==> src/rtl/fsm_vedacao.sv <==
// Bottle sealing station controller: conveyor, cork press and counter pulses.
// Optional cork-wait timeout fault is enabled by defining VEDACAO_TIMEOUT_EN.
module fsm_vedacao #(
    parameter int unsigned TEMPO_VEDACAO = 4,
    parameter int unsigned TEMPO_LIBERA  = 3,
    parameter int unsigned TIMEOUT_ROLHA = 200
) (
    input  logic       CLOCK,
    input  logic       RESET,
    input  logic       START,
    input  logic       SENSOR_GARRAFA,
    input  logic       ROLHAS_DISPONIVEIS,
    input  logic       LIMITE_DUZIAS,
    output logic       MOTOR_ESTEIRA,
    output logic       ATUADOR_VEDACAO,
    output logic       DECREMENTA_ROLHA,
    output logic       INCREMENTA_GARRAFA,
    output logic       ESPERA_ROLHA,
    output logic       FALHA_TIMEOUT,
    output logic [2:0] ESTADO
);

    typedef enum logic [2:0] {
        PARADO        = 3'd0,
        ESTEIRA       = 3'd1,
        AGUARDA_ROLHA = 3'd2,
        VEDANDO       = 3'd3,
        LIBERANDO     = 3'd4,
        FALHA         = 3'd5
    } estado_t;

    // Timer values at which each timed phase may end (timer counts from 0).
    localparam logic [7:0] VEDA_FIM    = 8'(TEMPO_VEDACAO - 1);
    localparam logic [7:0] LIBERA_FIM  = 8'(TEMPO_LIBERA - 1);
    localparam logic [7:0] TIMEOUT_FIM = 8'(TIMEOUT_ROLHA - 1);

`ifdef VEDACAO_TIMEOUT_EN
    localparam bit TIMEOUT_EN = 1'b1;
`else
    localparam bit TIMEOUT_EN = 1'b0;
`endif

    estado_t    state_q, state_d;
    logic [7:0] timer_q, timer_d;
    logic       timeout_hit;
    logic       pode_rodar;

    assign timeout_hit = TIMEOUT_EN && (timer_q >= TIMEOUT_FIM);
    assign pode_rodar  = START && !LIMITE_DUZIAS;

    always_ff @(posedge CLOCK or posedge RESET) begin
        if (RESET) begin
            state_q <= PARADO;
            timer_q <= 8'd0;
        end else begin
            state_q <= state_d;
            timer_q <= timer_d;
        end
    end

    always_comb begin
        state_d = state_q;
        case (state_q)
            PARADO: begin
                if (pode_rodar)
                    state_d = ESTEIRA;
            end
            ESTEIRA: begin
                if (!pode_rodar)
                    state_d = PARADO;
                else if (SENSOR_GARRAFA && ROLHAS_DISPONIVEIS)
                    state_d = VEDANDO;
                else if (SENSOR_GARRAFA)
                    state_d = AGUARDA_ROLHA;
            end
            AGUARDA_ROLHA: begin
                // Bottle stays at the station when stopped; a restart re-detects it.
                if (ROLHAS_DISPONIVEIS)
                    state_d = VEDANDO;
                else if (!START)
                    state_d = PARADO;
                else if (timeout_hit)
                    state_d = FALHA;
            end
            VEDANDO: begin
                if (timer_q == VEDA_FIM)
                    state_d = LIBERANDO;
            end
            LIBERANDO: begin
                // Leaving only once the sensor clears keeps a bottle from being sealed twice.
                if ((timer_q >= LIBERA_FIM) && !SENSOR_GARRAFA)
                    state_d = pode_rodar ? ESTEIRA : PARADO;
            end
            FALHA: begin
                if (!START || !TIMEOUT_EN)
                    state_d = PARADO;
            end
            default: state_d = PARADO;
        endcase
    end

    always_comb begin
        if (state_d != state_q)
            timer_d = 8'd0;
        else if (timer_q == 8'hFF)
            timer_d = timer_q;
        else
            timer_d = timer_q + 8'd1;
    end

    // Outputs depend only on registered state and timer.
    always_comb begin
        MOTOR_ESTEIRA      = 1'b0;
        ATUADOR_VEDACAO    = 1'b0;
        DECREMENTA_ROLHA   = 1'b0;
        INCREMENTA_GARRAFA = 1'b0;
        ESPERA_ROLHA       = 1'b0;
        FALHA_TIMEOUT      = 1'b0;
        case (state_q)
            ESTEIRA: MOTOR_ESTEIRA = 1'b1;
            AGUARDA_ROLHA: ESPERA_ROLHA = 1'b1;
            VEDANDO: begin
                ATUADOR_VEDACAO  = 1'b1;
                DECREMENTA_ROLHA = (timer_q == 8'd0);
            end
            LIBERANDO: begin
                MOTOR_ESTEIRA      = 1'b1;
                INCREMENTA_GARRAFA = (timer_q == 8'd0);
            end
            FALHA: FALHA_TIMEOUT = TIMEOUT_EN;
            default: ;
        endcase
    end

    assign ESTADO = state_q;

endmodule

==> config.mk <==
export PLATFORM = sky130hd
export DESIGN_NAME = fsm_vedacao
export DESIGN_NICKNAME = d
export VERILOG_FILES = /design/src/rtl/fsm_vedacao.sv
export SDC_FILE = /design/constraint.sdc
export NUM_CORES = 1
export LEC_CHECK = 0
export CAP_MARGIN = 10
export CORE_UTILIZATION = 51
export DETAILED_ROUTE_END_ITERATION = 8
export GPL_ROUTABILITY_DRIVEN = 0
export PLACE_DENSITY_LB_ADDON = 0.15
export SLEW_MARGIN = 40
export SYNTH_ARGS = -nofsm -noshare
export SYNTH_HDL_FRONTEND = slang
export SYNTH_SLANG_ARGS = --single-unit
==> constraint.sdc <==
create_clock -name CLOCK -period 1.8 [get_ports CLOCK]
set_input_delay 0.27 -clock CLOCK [delete_from_list [all_inputs] [get_ports CLOCK]]
set_output_delay 0.27 -clock CLOCK [all_outputs]
set_load 0.02 [all_outputs]
==> results of run 1 <==
-- what timing repair did --
action,CTS,global route
setup endpoints to repair,5,0
hold endpoints to repair,0,0
resized for setup,12,0
-- synthesized netlist by cell type, types with 2 or more instances --
| cell | number |
|---|---|
| o21ai_0 | 6 |
| nor3_1 | 8 |
| mux2i_1 | 2 |
| a31oi_1 | 3 |
| nand3b_1 | 2 |
| ha_1 | 3 |
| nand4_1 | 4 |
| and3_1 | 2 |
| nor2_1 | 10 |
| inv_1 | 10 |
| dfrtp_1 | 11 |
| nand3_1 | 5 |
| nand2_1 | 6 |
| nor4_1 | 2 |
-- worst reg2reg max path: cells and delay by family, from the launching register on --
kind	cells	cell delay [ns]
fa+ha+maj	1	0.18
flops	1	0.34
buf+inv	2	0.20
simple gates	4	0.82
-- registers in the layout, summed over array words and instances, names as in the netlist --
name     cells
ESTADO       3
timer_q      8
-- how the worst max path moves through the flow --
stage	startpoint	endpoint	slack, ns	depth (start not counted)
floorplan	ESTADO[2]$_DFF_PP0_	timer_q[0]$_DFFE_PP0P_	0.03	5
global placement	LIMITE_DUZIAS	timer_q[5]$_DFFE_PP0P_	-0.09	6
detailed placement	LIMITE_DUZIAS	timer_q[6]$_DFFE_PP0P_	-0.16	6
CTS	timer_q[5]$_DFFE_PP0P_	INCREMENTA_GARRAFA	0.09	4
global route	timer_q[5]$_DFFE_PP0P_	DECREMENTA_ROLHA	0.005	4
finish	LIMITE_DUZIAS	timer_q[6]$_DFFE_PP0P_	0.09	6
-- power by group --
| group | internal [W] | switching (W) |
|---|---|---|
| clock | 0.0000857 | 0.0000781 |
| sequential | 0.000306 | 0.0000409 |
| combinational | 0.000386 | 0.000441 |
-- cell families (layout without fill, tap and decap cells) --
family          Yosys count  count (layout)  share of synthesized area (%)
compound gates           18              18                           14.6
xor+xnor                  1               1                           1.03
fa+ha+maj                 3               3                           4.43
buf+inv                  15              52                           9.44
flops                    11              11                           32.4
mux                       2               2                           2.36
other cells               1               1                          0.442
simple gates             48              48                           35.2
-- cell type report --
| cell class | count | area, µm² | share of cell area [%] |
|---|---|---|---|
| sequential | 11 | 275 | 23.8 |
| inverter | 10 | 37.5 | 3.25 |
| multi-input combinational | 73 | 493 | 42.6 |
| clock buffer | 4 | 26.3 | 2.27 |
| tap | 16 | 20.0 | 1.73 |
| timing repair buffer | 38 | 304 | 26.3 |
-- per-layer routing --
| layer | vias to the layer above | GRT usage [%] | routed length, µm |
|---|---|---|---|
| met3 | 4 | 7.23 | 80 |
| met2 | 22 | 48.2 | 1070 |
| li1 | 436 | - | - |
| met4 | 0 | 11.3 | 25 |
| met5 | - | 0 | 0 |
| met1 | 411 | 28.4 | 822 |
-- stage by stage --
step,worst slack [ns],cell area [µm²],instances
after floorplan,0.0258,848,99
after global placement,-0.0920,1140,148
after detailed placement,-0.163,1140,148
after CTS,0.0930,1160,152
after global routing,0.00539,1160,152
final,0.0863,1160,152
==> flow_summary.toml, run 1 <==
[final_layout]
num_antenna_cells = 0
syn_to_final_growth_pct = 36.3
layout_commonest_cell = "buf_4"
nFillCells = 117
final_util_pct = 75.9
mostFrequentLayoutCells = "buf_4 (25), dfrtp_1 (11), nor2_1 (10), inv_1 (10)"
drive_above_1_share_pct = 27.9
nets = 146

[clock_network]
clockRootBuffer = "clkbuf_4"
clock_latency_ns = 0.27
post-cts-setup-buffers = 0
hold_buffers = 0
numCtsBuffers = 3
htreeDepth = 1
cts_tree = "done"
clockBufferDepth = 2
clk_pin_slew_ns = 0.07
cts.sink_count = 11

[synthesis]
yosys_register_bits = 11
synth.top_cell.area_share_pct = 32.4
async_flop_share_pct = 100
synth_cell_types = 39
synth_area_leaders = "dfrtp_1 (32%), nor3_1 (4.7%), ha_1 (4.4%)"
ys.flop_type = "dfrtp_1"
syn_area_per_cell_um2 = 8.57
synthesis.nets = 108
ys_warn_count = 0
synth_cells = 99
synth_edf_count = 0
syn-cell-area_um2 = 848
ys_seq_area_share_pct = 32.4
yosys.area.top_type = "dfrtp_1"

[timing]
fin_crit_ns = 1.71
slew_viol_final = 0
hold_viol = 0
post-route-period-util_pct = 95.2
max_freq_ghz = 0.584
whs_ns = 0.294
grt_setup_unrepaired = "no"
setup_viol = 0
finalSetupTns_ns = 0
skew_ns = 0.00474

[setup_path]
r2r_end = "timer_q[6]$_DFFE_PP0P_"
critPathBufInv = 2
slowest_stage = "clkdlybuf4s50_1"
rrSetupSlack_ns = 0.16
end_kind = "flop"
criticalPathCategory = "in -> reg"
r2r-start = "timer_q[0]$_DFFE_PP0P_"
worstPathCellList = "clkdlybuf4s50_1 > and2b_2 > a311oi_1 > o21ai_1 > buf_4 > nor4b_2"
cp.required_ns = 1.97
max_stage_delay_ns = 0.44
rr_worst_depth = 7
crit_path_start_kind = "input pin"
path_max_fanout = 4
critPathArrivalTime_ns = 1.88
cp_top_family = "buffers and inverters"

[detailed_routing]
first_iter_violations = 22
vias = 873
drt.antenna.violating_nets = 0
drc_errors = 0
firstDrtPassIters = 4
drt-total-wl_um = 2000
wl_per_cell_um = 13.2
via_per_inst = 5.74

[global_route]
grt_overflow = 0
grt_max_degree = 12
grtUsageTotal_pct = 26.6
grt_pass1_vias = 894
antenna_found_initial = 0
grt_pass1_wl_um = 3640

[pwr]
peakVddDrop_v = 0.000823
leakage_nw = 0.530
pwr_density_cell_nw_per_um2 = 1160
power_w = 0.00134

[placed_design]
hpwl_um = 1700
portBuffers = 13

[floorplanning]
io_pins = 15
fp-row-count = 14
die_height_um = 42.8
dieArea_um2 = 1830
start_util_pct = 55.7
core-area_um2 = 1520
die_w_um = 42.8

[min_path]
min_path_type = "in -> async"

[run_status]
status = "finished, final reports clean"

[job]
cap_violations = 0
(Power assumes the default switching activity.)
==> run 2: changes to the inputs <==
- clock period: 1.8 -> 1.9 ns (I/O delays scaled with it)
==> flow_summary.toml, run 2 (synthesized netlist as in run 1, its figures left out) <==
[floorplanning]
io_pins = 15
die_w_um = 42.8
fp-row-count = 14
dieArea_um2 = 1830
start_util_pct = 55.7
core-area_um2 = 1520
die_height_um = 42.8

[timing]
slew_viol_final = 0
grt_setup_unrepaired = "no"
finalSetupTns_ns = 0
setup_viol = 0
hold_viol = 0
fin_crit_ns = 1.75
post-route-period-util_pct = 92.2
max_freq_ghz = 0.571
skew_ns = 0.00182

[setup_path]
max_stage_delay_ns = 0.42
cp.required_ns = 1.62
rrSetupSlack_ns = 0.17
path_max_fanout = 3
crit_path_start_kind = "flop"
critPathBufInv = 1
cp_top_family = "simple AND/OR/NAND/NOR gates"
worstPathCellList = "nor4_4 > nand2_1 > nor3_1 > clkbuf_2"
rr_worst_depth = 6
end_kind = "output pin"
slowest_stage = "dfrtp_1"
r2r-start = "timer_q[1]$_DFFE_PP0P_"
criticalPathCategory = "reg -> out"
r2r_end = "timer_q[5]$_DFFE_PP0P_"
worst-path-stages = 4
critPathArrivalTime_ns = 1.47

[pwr]
power_w = 0.00123
sw_frac_of_total_pct = 42.8
seqPwrFrac_pct = 27.0
p_comb_share_pct = 60.4
pwr_density_cell_nw_per_um2 = 1090
intPower_w = 0.000705
p_sw_w = 0.000528
peakVddDrop_v = 0.000693
leakage_nw = 0.522
p_clk_share_pct = 12.6

[global_route]
grtUsageTotal_pct = 25.9
antenna_found_initial = 0
grt_overflow = 0
grt_pass1_vias = 840
grt_pass1_wl_um = 3530
grt_max_degree = 12

[detailed_routing]
via_per_inst = 5.88
drc_errors = 0
drt-total-wl_um = 2140
drt.antenna.violating_nets = 0
vias = 870
first_iter_violations = 28
firstDrtPassIters = 4
wl_per_cell_um = 14.5

[placed_design]
hpwl_um = 1680
portBuffers = 13

[clock_network]
clockBufferDepth = 2
post-cts-setup-buffers = 0
htreeDepth = 1
clockRootBuffer = "clkbuf_4"
hold_buffers = 0
clk_pin_slew_ns = 0.07
cts.sink_count = 11
cts_tree = "done"
numCtsBuffers = 3
clock_latency_ns = 0.26

[final_layout]
nFillCells = 119
largest_register_ffs = 8
layout_commonest_cell = "buf_4"
nets = 142
drive_above_1_share_pct = 25.8
mostFrequentLayoutCells = "buf_4 (21), dfrtp_1 (11), nor2_1 (10), inv_1 (10)"
top_register = "timer_q"
final_util_pct = 74.1
syn_to_final_growth_pct = 33.2
num_antenna_cells = 0

[run_status]
status = "finished, final reports clean"

[job]
cap_violations = 0

[min_path]
min_path_type = "in -> async"
-- run 2: cell count changes in the layout (fill, tap and decap cells not counted), sizes merged --
cell          delta
dlymetal6s2s     +1
clkbuf           +2
dlygate4sd2      -1
buf              -6
-- run 2: area by class of cell --
class / instances / area, µm² / area share (%)
tap: 16 / 20.0 / 1.77
sequential: 11 / 275 / 24.4
timing repair buffer: 34 / 278 / 24.6
inverter: 10 / 37.5 / 3.32
clock buffer: 4 / 26.3 / 2.33
multi-input combinational: 73 / 493 / 43.6
-- run 2: worst reg2reg max path: cells and delay by family (launching register included) --
kind | cells | cell delay, ns
compound gates | 1 | 0.37
flops | 1 | 0.34
simple gates | 3 | 0.53
fa+ha+maj | 1 | 0.23
buf+inv | 1 | 0.14
-- run 2: what timing repair did --
action,4_1_cts,5_1_grt
gates cloned,0,0
resized for setup,5,5
endpoints found under the setup margin,4,3
-- run 2: metrics by stage --
stage | hold slack [ns] | instances | cell area (µm²) | setup WS, ns
2_1_floorplan | 0.137 | 99 | 848 | 0.126
3_5_place_dp | 0.616 | 144 | 1110 | 0.0102
3_3_place_gp | 0.605 | 144 | 1110 | 0.0132
4_1_cts | 0.330 | 148 | 1140 | 0.00742
6_report | 0.317 | 148 | 1130 | 0.148
5_1_grt | 0.344 | 148 | 1130 | 0.0677
-- run 2: layer usage --
metal	vias to the layer above	track usage, %	wire [µm]
li1	426	-	-
met1	401	27.8	873
met2	39	47.6	1140
met3	4	7.66	119
met4	0	8.13	7
met5	-	0	0
-- run 2: power groups by stage --
| stage | registers, W | logic, W | clock network (W) |
|---|---|---|---|
| finish | 0.000333 | 0.000744 | 0.000156 |
| global route | 0.000340 | 0.000816 | 0.000170 |
| CTS | 0.000333 | 0.000744 | 0.000161 |
| detailed placement | 0.000337 | 0.000754 | 0 |
| global placement | 0.000334 | 0.000731 | 0 |
| floorplan | 0.000368 | 0.000447 | 0 |
-- run 2: worst max-delay path by stage --
stage                      startpoint                     end
2_1_floorplan     ESTADO[2]$_DFF_PP0_  timer_q[0]$_DFFE_PP0P_
3_3_place_gp   timer_q[5]$_DFFE_PP0P_      INCREMENTA_GARRAFA
3_5_place_dp   timer_q[5]$_DFFE_PP0P_      INCREMENTA_GARRAFA
4_1_cts        timer_q[5]$_DFFE_PP0P_      INCREMENTA_GARRAFA
5_1_grt        timer_q[5]$_DFFE_PP0P_        DECREMENTA_ROLHA
6_report       timer_q[5]$_DFFE_PP0P_      INCREMENTA_GARRAFA
